### src/rtl/fpu_ss_wb_arbiter.sv
// rtl/fpu_ss_wb_arbiter.sv - FP regfile writeback arbiter: FPU vs. load results, load FIFO, busy scoreboard
module fpu_ss_wb_arbiter #(
    parameter int unsigned MemFifoDepth = 4
) (
    input  logic        clk_i,
    input  logic        rst_i,
    input  logic        fpu_valid_i,
    output logic        fpu_ready_o,
    input  logic [4:0]  fpu_rd_i,
    input  logic [31:0] fpu_data_i,
    input  logic        mem_valid_i,
    input  logic [4:0]  mem_rd_i,
    input  logic [31:0] mem_data_i,
    output logic        mem_almost_full_o,
    input  logic        set_valid_i,
    input  logic [4:0]  set_rd_i,
    output logic [31:0] busy_o,
    output logic [4:0]  waddr_o,
    output logic [31:0] wdata_o,
    output logic        we_o
);

    localparam int unsigned PtrW = $clog2(MemFifoDepth);
    localparam int unsigned CntW = PtrW + 1;

    logic [4:0]      fifo_rd_q   [MemFifoDepth];
    logic [31:0]     fifo_data_q [MemFifoDepth];
    logic [PtrW-1:0] wptr_q, rptr_q;
    logic [CntW-1:0] count_q;

    logic        fifo_full, fifo_empty;
    logic        pop, push, bypass, win;
    logic [4:0]  win_rd;
    logic [31:0] win_data;
    logic [31:0] busy_next;

    assign fifo_full         = (count_q == CntW'(MemFifoDepth));
    assign fifo_empty        = (count_q == '0);
    assign fpu_ready_o       = !rst_i && !fifo_full;
    assign mem_almost_full_o = (count_q >= CntW'(MemFifoDepth - 1));
    assign push              = mem_valid_i && !bypass;

    // A full FIFO outranks the FPU so a load arriving this cycle always has a slot.
    always_comb begin
        pop      = 1'b0;
        bypass   = 1'b0;
        win      = 1'b0;
        win_rd   = '0;
        win_data = '0;
        if (fifo_full) begin
            pop      = 1'b1;
            win      = 1'b1;
            win_rd   = fifo_rd_q[rptr_q];
            win_data = fifo_data_q[rptr_q];
        end else if (fpu_valid_i) begin
            win      = 1'b1;
            win_rd   = fpu_rd_i;
            win_data = fpu_data_i;
        end else if (!fifo_empty) begin
            pop      = 1'b1;
            win      = 1'b1;
            win_rd   = fifo_rd_q[rptr_q];
            win_data = fifo_data_q[rptr_q];
        end else if (mem_valid_i) begin
            bypass   = 1'b1;
            win      = 1'b1;
            win_rd   = mem_rd_i;
            win_data = mem_data_i;
        end
    end

    // Clear follows the regfile write; a same-cycle set is applied last so it wins.
    always_comb begin
        busy_next = busy_o;
        if (we_o) begin
            busy_next[waddr_o] = 1'b0;
        end
        if (set_valid_i) begin
            busy_next[set_rd_i] = 1'b1;
        end
    end

    always_ff @(posedge clk_i) begin
        if (push) begin
            fifo_rd_q[wptr_q]   <= mem_rd_i;
            fifo_data_q[wptr_q] <= mem_data_i;
        end
    end

    always_ff @(posedge clk_i) begin
        if (rst_i) begin
            wptr_q  <= '0;
            rptr_q  <= '0;
            count_q <= '0;
            we_o    <= 1'b0;
            waddr_o <= '0;
            wdata_o <= '0;
            busy_o  <= '0;
        end else begin
            if (push) begin
                wptr_q <= wptr_q + 1'b1;
            end
            if (pop) begin
                rptr_q <= rptr_q + 1'b1;
            end
            count_q <= count_q + CntW'(push) - CntW'(pop);
            we_o    <= win;
            if (win) begin
                waddr_o <= win_rd;
                wdata_o <= win_data;
            end
            busy_o <= busy_next;
        end
    end

    a_no_load_overflow : assert property (@(posedge clk_i) disable iff (rst_i)
        !(mem_valid_i && fifo_full && !pop));

    a_fpu_valid_stable : assert property (@(posedge clk_i) disable iff (rst_i)
        (fpu_valid_i && !fpu_ready_o) |=> fpu_valid_i);

endmodule
### config.mk
export PLATFORM = sky130hd
export DESIGN_NAME = fpu_ss_wb_arbiter
export DESIGN_NICKNAME = d
export VERILOG_FILES = /design/src/rtl/fpu_ss_wb_arbiter.sv
export SDC_FILE = /design/constraint.sdc
export NUM_CORES = 1
export LEC_CHECK = 0
export ABC_AREA = 1
export BUFFER_PORTS_ARGS = -buffer_cell sky130_fd_sc_hd__clkbuf_2
export CAP_MARGIN = 20
export CELL_PAD_IN_SITES_DETAIL_PLACEMENT = 1
export CELL_PAD_IN_SITES_GLOBAL_PLACEMENT = 2
export CORE_MARGIN = 5
export CORE_UTILIZATION = 35
export DETAILED_ROUTE_END_ITERATION = 8
export PLACE_DENSITY = 0.78
export RECOVER_POWER = 25
export SKIP_CTS_REPAIR_TIMING = 1
export SYNTH_ARGS = -nofsm -noshare
export SYNTH_HDL_FRONTEND = slang
export SYNTH_SLANG_ARGS = --single-unit
### constraint.sdc
create_clock -name clk_i -period 4.4 [get_ports clk_i]
set_input_delay 1.1 -clock clk_i [delete_from_list [all_inputs] [get_ports clk_i]]
set_output_delay 1.1 -clock clk_i [all_outputs]
set_load 0.005 [all_outputs]
* Word level (Yosys, flattened, before mapping)
Memory sizes are Yosys's and may differ from the RTL's. A register that Yosys moved wholly into a read port is not among the register bits.
Index checks and enable logic that the tools add are counted.
** Operators by class
- $add $sub $neg :: 4
- Order comparisons :: 5
- Eq/ne operators :: 1
- Mux-type cells :: 30
- Bitwise operators :: 3
- Reduce and logical (&&, ||, !) cells :: 8
** Operators by type and width (number)
- 2-to-1 mux 32 bit :: 6
- AND 32 bit :: 1
- NOT 32 bit :: 1
- OR 32 bit :: 1
- 2-to-1 mux 5 bit :: 4
- 2-to-1 mux 1 bit :: 14
- less-than comparator 5 x 6 -> 1 bit (second input constant) :: 2
- demux 1 bit (select 5 bit) :: 2
- greater-or-equal comparator 5 x 1 -> 1 bit (second input constant) :: 2
- 2-to-1 mux 2 bit :: 4
- adder 2 x 1 -> 2 bit (second input constant) :: 2
- logical AND 1 bit :: 4
- adder 3 x 1 -> 3 bit :: 1
- equality test 3 bit (second input constant) :: 1
- greater-or-equal comparator 3 x 2 -> 1 bit (second input constant) :: 1
- logical NOT 1 bit :: 3
- logical NOT 3 bit :: 1
- subtractor 3 x 1 -> 3 bit :: 1
** Word-level totals
- Flip-flop bits (word level) :: 77
- Bits in writable memories :: 148
- Logic and storage cells :: 60
- Memories kept :: 2
** Memories
- fifo_data_q :: words 4, width 32, rd ports 1, clocked after Yosys merged registers in 1, write ports 1, line 27 : logic [31:0] fifo_data_q [MemFifoDepth];
- fifo_rd_q :: words 4, width 5, rd ports 1, clocked after Yosys merged registers in 1, write ports 1, line 26 : logic [4:0] fifo_rd_q [MemFifoDepth];

* Depth between registers and ports, before layout
Gate-level depths: netlist of run 1.
- Depth after elaboration :: 9
- Depth in mapped cells :: 11

* Least setup slack after synthesis of run 1
OpenSTA, ideal clock, no wires.
- Path kind :: input port to flip-flop
- From :: in mem_valid_i
- To :: mem fifo_data_q[0][0] (enable)
- Arrival :: 3.333 ns
- Slack :: 0.636 ns
- Stages :: 4
- Cells stage by stage :: buf_2 > clkbuf_1 > nand2_2 > nor2_1
** Between the ends
- Cells in the longest elaborated chain, start to end :: 8
** Ends and longest elaborated chain
- start, declared :: line 11 : input logic mem_valid_i,
- 2-to-1 mux 1 bit :: line 64 : end else if (mem_valid_i) begin
- 2-to-1 mux 1 bit :: line 59 : end else if (!fifo_empty) begin
- 2-to-1 mux 1 bit :: line 55 : end else if (fpu_valid_i) begin
- 2-to-1 mux 1 bit :: line 50 : if (fifo_full) begin
- logical NOT 1 bit :: line 41 : assign push = mem_valid_i && !bypass;
- logical AND 1 bit * :: line 41
- 2-to-1 mux 1 bit * :: line 84 : if (push) begin
- 2-to-1 mux 1 bit (implied by the code) * :: line 86 : fifo_data_q[wptr_q] <= mem_data_i;
- end, declared :: line 27
Every way passes the cells marked *; elsewhere a longest branch is shown, timed or not.

* Worst setup path after layout of run 1
- From :: in rst_i
- To :: out fpu_ready_o
** Between the ends
- Cells in the longest elaborated chain, start to end :: 2
** Ends and longest elaborated chain
- start, declared :: line 6 : input logic rst_i,
- logical NOT 1 bit :: line 39 : assign fpu_ready_o = !rst_i && !fifo_full;
- logical AND 1 bit :: line 39
- end, declared :: line 8 : output logic fpu_ready_o,
Every way passes these cells.

==> run_results.csv, run 1 <==
group,metric,value,unit
cts,numCtsBuffers,26,
route,drt_iter0_drc,482,
placed_design,dpl_cell_area,10900,sq um
cts,clockBufferDepth,3,
cells_and_area,utilization,42.56,%
sta,maxSlewViolCount,0,
synthesis,avgSynthCellArea,9.197,sq um
die,placementRows,61,
power,powerDensity,567.2,nW/um^2
critical_path,cp_common_cell,"clkbuf_2",
cells_and_area,final_common_cell,"nand2_1",
die,chipHeight,177.1,microns
critical_path,crit_arrival,1.92,ns
cts,clkTransAtPathRegs,0.06,ns
global_route,grtUsageMet2,31.61,%
placed_design,place_ws,1.030,ns
sta,tightest_slew,1.028,ns
synthesis,synth.distinct_cells,27,
global_route,grt_pass1_vias,8228,
global_route,grt.total_usage,18.34,%
synthesis,seq_area_frac_synth,61.63,%
cts,clock_latency,0.52,ns
global_route,grt_max_degree,99,
placed_design,place_congestion,0.7733,
route,finalWirelength,29120,microns
sta,fmax,331.0,MHz
sta,max-slew-margin-rel,30.97,%
global_route,grt_antenna_before_repair,0,
cells_and_area,final_cell_mix,"nand2_1 (347), edfxtp_1 (148), clkbuf_2 (127)",
critical_path,worstPathCellList,"clkbuf_2 > a21oi_1 > clkbuf_2",
cts,cts_tree,"yes",
cells_and_area,antennaDiodeCount,0,
critical_path,crit_start,"rst_i",
critical_path,reg2reg_to,"count_q[2]",
cts,h-tree-depth,1,
sta,tns,0,ns
sta,fin_ws,1.379,ns
critical_path,crit_end,"fpu_ready_o",
route,avgRoutedWirePerCell,18.15,microns
synthesis,ys_warn_count,0,
cells_and_area,syn2layout_area_growth,20.60,%
global_route,grt_busiest_layer,"met2",
global_route,grtUsageMet3,2.692,%
sta,hold_viol_final,0,
power,ir_worst_vdd,0.0002638,V
critical_path,critPathKind,"in -> out",
critical_path,critPathMaxStageDelay,0.38,ns
placed_design,hpwl,18450,microns
die,io_pins,156,
route,vias,7766,
hold_path,min-delay-path-class,"reg -> reg",
critical_path,worstPathRequired,3.30,ns
route,routed_via_density,4.842,
route,dr.pass1.iters,4,
status,status,"completed",
flow_run,max-cap-violations,0,
route,drc,0,
synthesis,syn_area,9777,sq um
sta,fin_skew,0.005991,ns
critical_path,startpoint_type,"input pin",
critical_path,cp_slowest_cell,"clkbuf_2",
power,total_power,6.688,mW
die,dieArea,31380,sq um
sta,timing.final.crit_share,68.67,%
synthesis,netlist_instances,1063,
die,initial_core_util,35.29,%
power,power.leakage,4.954,nW
sta,rsz0062_at_grt,"false",
cells_and_area,fin_area,11790,sq um
synthesis,synth_fp_nets,1155,
critical_path,r2r_start,"count_q[2]",
die,core_region_area,27710,sq um
sta,period_minus_slack,3.021,ns
cells_and_area,drive_above_1_share,16.88,%
synthesis,synth-seq-cells,227,
critical_path,reg2reg_depth,9,
cells_and_area,fin_nets,1298,
critical_path,cp-end-kind,"output pin",
sta,setup_viol,0,
global_route,grt_pass1_wl,45400,microns
global_route,grt-ovfl-total,0,
critical_path,critPathMaxFanout,30,
cts,cts_sinks,227,
die,fp.dieW,177.1,microns
cts,cts-root-buf,"clkbuf_16",
critical_path,r2r_slack,1.76,ns
route,drtAntennaViolNets,0,
placed_design,io_buffer_count,155,
global_route,grt_use_met1,24.79,%
-- synthesized netlist by cell type, drive strengths merged --
library cell	instances	area, sq um
nand2	351	1330
edfxtp	148	4444
o21ai	104	524.3
dfxtp	79	1582
inv	77	289.0
nor2	76	316.5
nand3	66	330.3
a21oi	52	260.3
clkbuf	32	120.1
buf	24	165.1
o211ai	24	180.2
nor3	12	60.06
ha	7	87.58
nand3b	4	30.03
or2	4	25.02
clkinv	1	3.750
fa	1	20.02
xnor2	1	8.760
-- cells by family after synthesis --
| kind of cell | Yosys count | synth area share [%] |
|---|---|---|
| simple gates | 513 | 21.40 |
| buf+inv | 134 | 5.912 |
| xor+xnor | 1 | 0.08960 |
| fa+ha+maj | 8 | 1.101 |
| compound gates | 180 | 9.867 |
| flops | 227 | 61.63 |
-- critical path, delay by kind of cell --
kind,cells,cell delay [ns]
AO/OA/AOI/OAI,1,0.28
buffers and inverters,2,0.53
-- metrics by stage --
stage	std cells	hold WS [ns]
2_1_floorplan	1063	0.4365
3_3_place_gp	1552	0.4494
3_5_place_dp	1554	0.4661
4_1_cts	1602	0.4752
5_1_grt	1604	0.4968
6_report	1604	0.4728
-- flip-flops by register name, indices dropped and copies added (netlist names), 2 cells and up, named ones only --
register     flops
fifo_data_q    128
count_q          3
rptr_q           2
wptr_q           2
wdata_o         32
waddr_o          5
busy_o          32
fifo_rd_q       20
-- how the worst min path moves through the flow --
| stage | end | slack, ns | cells after the start | startpoint |
|---|---|---|---|---|
| after floorplan | register | 0.44 | 2 | rptr_q[1] |
| after global placement | rptr_q[1] | 0.45 | 2 | rptr_q[1] |
| after detailed placement | wdata_o[22] | 0.47 | 2 | wdata_o[22] |
| after CTS | wdata_o[22] | 0.48 | 2 | wdata_o[22] |
| after global routing | busy_o[17] | 0.50 | 2 | busy_o[17] |
| final | wdata_o[22] | 0.47 | 2 | wdata_o[22] |
-- final cells by class --
class,instances,area [sq um]
fill,3237,15910
clock buffer,29,703.2
clock inverter,19,188.9
multi-input combinational,702,3213
sequential,227,6030
timing repair buffer,171,890.9
inverter,78,292.8
tap,378,473.0
-- per-layer routing --
metal | part of all wire [%] | vias up
li1 | - | 3818
met1 | 46 | 3769
met2 | 49 | 149
met3 | 3.6 | 30
met4 | 1.5 | 0
met5 | 0 | -
-- report_power, final --
group / switching, mW / internal [mW] / total, mW
Sequential: 0.154 / 2.56 / 2.71
Combinational: 1.19 / 0.562 / 1.75
Clock: 0.851 / 1.38 / 2.23
No activity file was read; power rests on OpenSTA's default activity.
==> run 2: changes to the inputs <==
Settings changed: ABC_AREA 1 to 0, PLACE_DENSITY 0.78 to 0.74.
Clock period 4.4 ns to 2.4 ns, I/O delays scaled along.
==> run 2 against run 1 <==
  * Clock power is 68% higher
  * Count of clock-buffer cells in the layout is 3 higher
  * Power is 85% higher
  * Critical path depth is 5 higher
  * Flip-flop and latch count stayed put
  * Sequential share of layout area is 1.5 points lower
  * First-iteration DRC count is 20% lower
  * Core utilization is 0.073 points lower
  * Non-clock buffer count is 19 higher
  * Largest cell class unchanged
  * Largest power group unchanged
  * Highest routed layer is now met5
==> run_results.csv, run 2 <==
group,metric,value,unit
placed_design,io_buffer_count,155,
route,routed_via_density,5.345,
synthesis,synth_fp_nets,885,
route,avgRoutedWirePerCell,21.63,microns
power,power.leakage,4.203,nW
cts,h-tree-depth,1,
placed_design,place_congestion,0.7410,
synthesis,yosysTopAreaCellShare,43.97,%
synthesis,netlist_instances,793,
sta,hold_viol_final,0,
route,drc,0,
synthesis,syn_area,10110,sq um
critical_path,critPathKind,"reg -> reg",
power,powerDensity,1016,nW/um^2
synthesis,avgSynthCellArea,12.75,sq um
die,dieArea,32380,sq um
cts,numCtsBuffers,26,
synthesis,synth-seq-cells,227,
cells_and_area,fin_nets,1036,
cts,cts-root-buf,"clkbuf_16",
global_route,grt_pass1_wl,46140,microns
placed_design,hpwl,19150,microns
critical_path,cp-end-kind,"register",
critical_path,r2r_start,"count_q[2]",
synthesis,synth.distinct_cells,47,
sta,fin_skew,0.008957,ns
cells_and_area,antennaDiodeCount,0,
critical_path,worstPathRequired,2.80,ns
critical_path,crit_start,"count_q[2]",
sta,fmax,444.9,MHz
sta,tns,0,ns
cts,cts_sinks,227,
hold_path,hp-start,"mem_rd_i[1]",
cells_and_area,utilization,42.49,%
die,fp.dieW,179.9,microns
cts,clock_latency,0.52,ns
sta,period_minus_slack,2.248,ns
synthesis,synth_area_leader_cell,"edfxtp_1",
cts,clkTransAtPathRegs,0.06,ns
cells_and_area,reg_top3,"fifo_data_q x128, busy_o x32, wdata_o x32",
synthesis,synth_edf_count,148,
cells_and_area,drive_above_1_share,27.18,%
route,vias,7205,
critical_path,critPathMaxFanout,5,
sta,max-slew-margin-rel,49.40,%
cells_and_area,fin_area,12160,sq um
die,core_region_area,28630,sq um
global_route,grt_pass1_vias,7918,
sta,setup_viol,0,
placed_design,dpl_cell_area,11370,sq um
global_route,grt_antenna_before_repair,1,
flow_run,max-cap-violations,0,
synthesis,ys_top_cells_by_count,"edfxtp_1 (148), dfxtp_1 (79), nand2_1 (72)",
critical_path,crit_arrival,2.65,ns
synthesis,synth_area_leaders,"edfxtp_1 (44%), dfxtp_1 (16%), mux2i_1 (6.5%)",
sta,tightest_slew,0.7590,ns
hold_path,min-delay-path-class,"in -> reg",
power,total_power,12.35,mW
route,drt_iter0_drc,388,
sta,timing.final.crit_share,93.65,%
cells_and_area,largest_register_ffs,128,
synthesis,seq_area_frac_synth,59.61,%
cells_and_area,final_common_cell,"edfxtp_1",
global_route,grt.total_usage,17.55,%
global_route,grt-ovfl-total,0,
cells_and_area,syn2layout_area_growth,20.31,%
cts,clockBufferDepth,3,
power,ir_worst_vdd,0.0004806,V
synthesis,ys_warn_count,0,
die,chipHeight,179.9,microns
critical_path,startpoint_type,"register",
synthesis,synth.most_common_cell,"edfxtp_1",
global_route,grt_max_degree,68,
synthesis,ys_async_sr_fraction,0,%
die,io_pins,156,
route,drtAntennaViolNets,0,
die,initial_core_util,35.31,%
synthesis,synthFlopType,"edfxtp_1",
route,finalWirelength,29160,microns
placed_design,dp.cells,1298,
sta,maxSlewViolCount,0,
cells_and_area,finalNonFillerCells,1348,
cells_and_area,final_cell_mix,"edfxtp_1 (148), clkbuf_2 (126), dfxtp_1 (76)",
sta,rsz0062_at_grt,"false",
cells_and_area,regMostFlops,"fifo_data_q",
status,status,"completed",
die,placementRows,62,
route,dr.pass1.iters,4,
cts,cts_tree,"yes",
[run 2: cell count changes after synthesis, moves of 48 or more]
cell / change
inv_1: -69
a221oi_1: +60
o21ai_0: -66
mux2i_1: +66
nand3_1: -63
nor2_1: -48
nand2_1: -276
[run 2: path summary, 6_finish.rpt]
path,end,slack [ns],cells past startpoint
hold reg to reg,busy_o[1],0.48,2
setup / recovery,count_q[1],0.15,8
setup reg to reg,count_q[1],0.15,8
hold / removal,fifo_rd_q[3][1],0.36,1
[run 2: area by class of cell]
class                           instances  area (sq um)
Timing Repair Buffer                  190          1115
Sequential cell                       227          6035
Clock buffer                           32         694.4
Tap cell                              384         480.5
Inverter                                8         30.03
Fill cell                            3060         16460
Multi-Input combinational cell        491          3694
Clock inverter                         16         113.9
[run 2: cells by family (layout without fill, tap and decap cells)]
kind of cell    after synthesis  in the layout  synth area share, %
compound gates              243            243                17.27
simple gates                133            133                6.201
buf+inv                      75            246                4.406
xor+xnor                      4              4               0.3466
mux                         103            103                11.10
flops                       227            227                59.61
fa+ha+maj                     8              8                1.064
[run 2: worst max-delay path: stages (launching register included)]
cell and delay (ns):
dfxtp_4 0.36, buf_4 0.14, or4_4 0.56, nand2_4 0.12
ha_4 0.20, inv_2 0.06, ha_4 0.13, fa_2 0.42
nor2b_1 0.13
[run 2: power by group]
group / internal (mW) / switching (mW)
Sequential: 4.72 / 0.364
Clock: 2.16 / 1.57
Combinational: 1.53 / 2.00
[run 2: layer usage]
| layer | wire length (microns) | GRT usage [%] | up-vias |
|---|---|---|---|
| met4 | 481 | 3.932 | 2 |
| met5 | 11 | 0 | - |
| met1 | 13260 | 23.69 | 3601 |
| li1 | - | - | 3407 |
| met2 | 14060 | 29.56 | 161 |
| met3 | 1340 | 3.274 | 34 |
[run 2: metrics by stage]
stage	setup slack, ns	hold WS [ns]
2_1_floorplan	-0.09494	0.4692
3_3_place_gp	0.1052	0.4664
3_5_place_dp	0.02959	0.4698
4_1_cts	-0.09985	0.2997
5_1_grt	0.001634	0.3483
6_report	0.1523	0.3551
==> run 3: changes to the inputs <==
Settings changed: CAP_MARGIN 20 to 25, SLEW_MARGIN from default to 20.
Clock period 2.4 ns to 2.05 ns, I/O delays scaled along.
==> run 3 against run 2 <==
  * Flip-flop and latch count unchanged
  * Clock power grew 25%
  * Combinational power is 25% higher
  * Count of clock-buffer cells in the layout increased by 4
  * Via count rose by 3.1%
  * Final cell count is 0.96% higher
  * Routed wire length grew 2.8%
  * Register-to-register slack worse by 0.09 ns
  * Design area rose by 1.5%
  * Die area is the same
  * Worst setup slack lost 0.12 ns
  * Largest cell class unchanged
  * Largest power group unchanged
==> run_results.csv, run 3 (synthesized netlist as in run 2, its figures left out) <==
group,metric,value,unit
status,status,"completed",
sta,max-slew-margin-rel,57.31,%
critical_path,r2r_slack,0.06,ns
placed_design,place_ws,-0.1630,ns
route,drtAntennaViolNets,0,
critical_path,startpoint_type,"register",
global_route,grt_max_degree,41,
cells_and_area,largest_register_ffs,128,
die,io_pins,156,
critical_path,cp-end-kind,"output pin",
critical_path,reg2reg_to,"count_q[1]",
die,initial_core_util,35.31,%
placed_design,io_buffer_count,155,
cells_and_area,fin_nets,1049,
route,dr.pass1.iters,5,
sta,fin_skew,0.01398,ns
power,power.leakage,4.287,nW
critical_path,critPathMaxFanout,3,
cells_and_area,syn2layout_area_growth,22.17,%
power,powerDensity,1216,nW/um^2
route,routed_via_density,5.456,
placed_design,hpwl,19240,microns
cells_and_area,final_cell_mix,"edfxtp_1 (148), clkbuf_2 (125), dfxtp_1 (74)",
hold_path,hp-start,"mem_data_i[28]",
die,dieArea,32380,sq um
cells_and_area,multi_input_area,3721,sq um
cts,numCtsBuffers,25,
cells_and_area,seqCellArea,6037,sq um
cells_and_area,reg_top3,"fifo_data_q x128, busy_o x32, wdata_o x32",
cts,h-tree-depth,1,
sta,period_minus_slack,2.014,ns
sta,timing.final.crit_share,98.26,%
cts,cts_tree,"yes",
sta,setup_viol,0,
route,finalWirelength,29990,microns
global_route,grt_pass1_wl,46340,microns
critical_path,crit_arrival,1.50,ns
cells_and_area,finalNonFillerCells,1361,
critical_path,r2r_start,"count_q[2]",
die,fp.dieW,179.9,microns
hold_path,min_to,"fifo_data_q[0][28]",
critical_path,critPathKind,"reg -> out",
cts,cts-root-buf,"clkbuf_16",
cells_and_area,drive_above_1_share,28.79,%
sta,tightest_slew,0.6404,ns
sta,tns,0,ns
hold_path,min_path_cells,1,
hold_path,min-delay-path-class,"in -> reg",
placed_design,place_congestion,0.7462,
cts,cts_sinks,227,
sta,rsz0062_at_grt,"true",
flow_run,max-cap-violations,0,
placed_design,dp.cells,1308,
sta,hold_viol_final,0,
route,drc,0,
power,ir_worst_vdd,0.001022,V
critical_path,worstPathRequired,1.54,ns
global_route,grt_pass1_vias,7861,
sta,fmax,496.4,MHz
die,placementRows,62,
cts,clockBufferDepth,3,
cells_and_area,regMostFlops,"fifo_data_q",
sta,fin_ws,0.03560,ns
route,avgRoutedWirePerCell,22.03,microns
cts,clock_latency,0.52,ns
die,core_region_area,28630,sq um
global_route,grt-ovfl-total,0,
sta,holdWs,0.2707,ns
sta,maxSlewViolCount,0,
cells_and_area,fillCellCount,3026,
global_route,grt.total_usage,17.71,%
cells_and_area,final_common_cell,"edfxtp_1",
route,drt_iter0_drc,417,
cts,clkTransAtPathRegs,0.06,ns
die,chipHeight,179.9,microns
route,vias,7426,
global_route,grt_antenna_before_repair,2,
critical_path,reg2reg_depth,7,
## run 3: cell count changes in the layout (fill, tap and decap cells not counted), moves of 2 or more
| cell | delta |
|---|---|
| clkbuf_1 | +3 |
| and3_4 | +4 |
| buf_4 | +13 |
| dfxtp_2 | +2 |
| bufinv_16 | +3 |
| clkbuf_16 | -2 |
| clkinv_2 | -2 |
| clkinv_1 | -4 |
| clkbuf_8 | +3 |
| clkinvlp_4 | -2 |
| and3_2 | -4 |
| clkinv_4 | -2 |
| dfxtp_1 | -2 |
## run 3: critical path: stages (launching register included)
cell        delay, ns
dfxtp_2          0.34
buf_6            0.11
clkinvlp_4       0.09
ha_2             0.17
o21ai_1          0.11
nand2_1          0.06
clkbuf_2         0.10
## run 3: metal layers
layer / global-route usage, % / part of all wire, %
met1: 24.23 / 45
met2: 29.85 / 48
met4: 3.932 / 1.8
met5: 0 / 0.067
met3: 2.809 / 5.5
## run 3: cell type report
class                   instances  share of cell area, %
flip-flops and latches        227                  48.89
repair buffers                204                  9.909
multi-input cells             491                  30.13
clock inverters                10                  1.226
well taps                     384                  3.891
inverters                       8                 0.2938
diodes                          1                0.02026
clock buffers                  36                  5.643
## run 3: where the power goes
group          internal [mW]  switching [mW]  total, mW
Sequential              5.53           0.411       5.94
Combinational           1.95            2.46       4.41
Clock                   2.86            1.80       4.66
Total                   10.3            4.67       15.0
## run 3: metrics by stage
step	util, %	power, mW	instance area (sq um)
after floorplan	-	8.739	10170
after global placement	40.04	10.29	11460
after detailed placement	40.04	10.35	11460
after CTS	43.00	15.04	12310
after global routing	43.14	15.74	12350
final	43.14	15.01	12350
## run 3: worst max-delay path by stage
stage                     start  slack (ns)                 to  depth (start not counted)
floorplan           fpu_valid_i       -0.36         count_q[1]                         10
global placement    fpu_valid_i       -0.13         count_q[1]                          8
detailed placement  fpu_valid_i       -0.16         count_q[1]                          8
CTS                  count_q[2]       -0.24  mem_almost_full_o                          6
global route         count_q[2]       -0.03  mem_almost_full_o                          6
finish               count_q[2]        0.04  mem_almost_full_o                          6
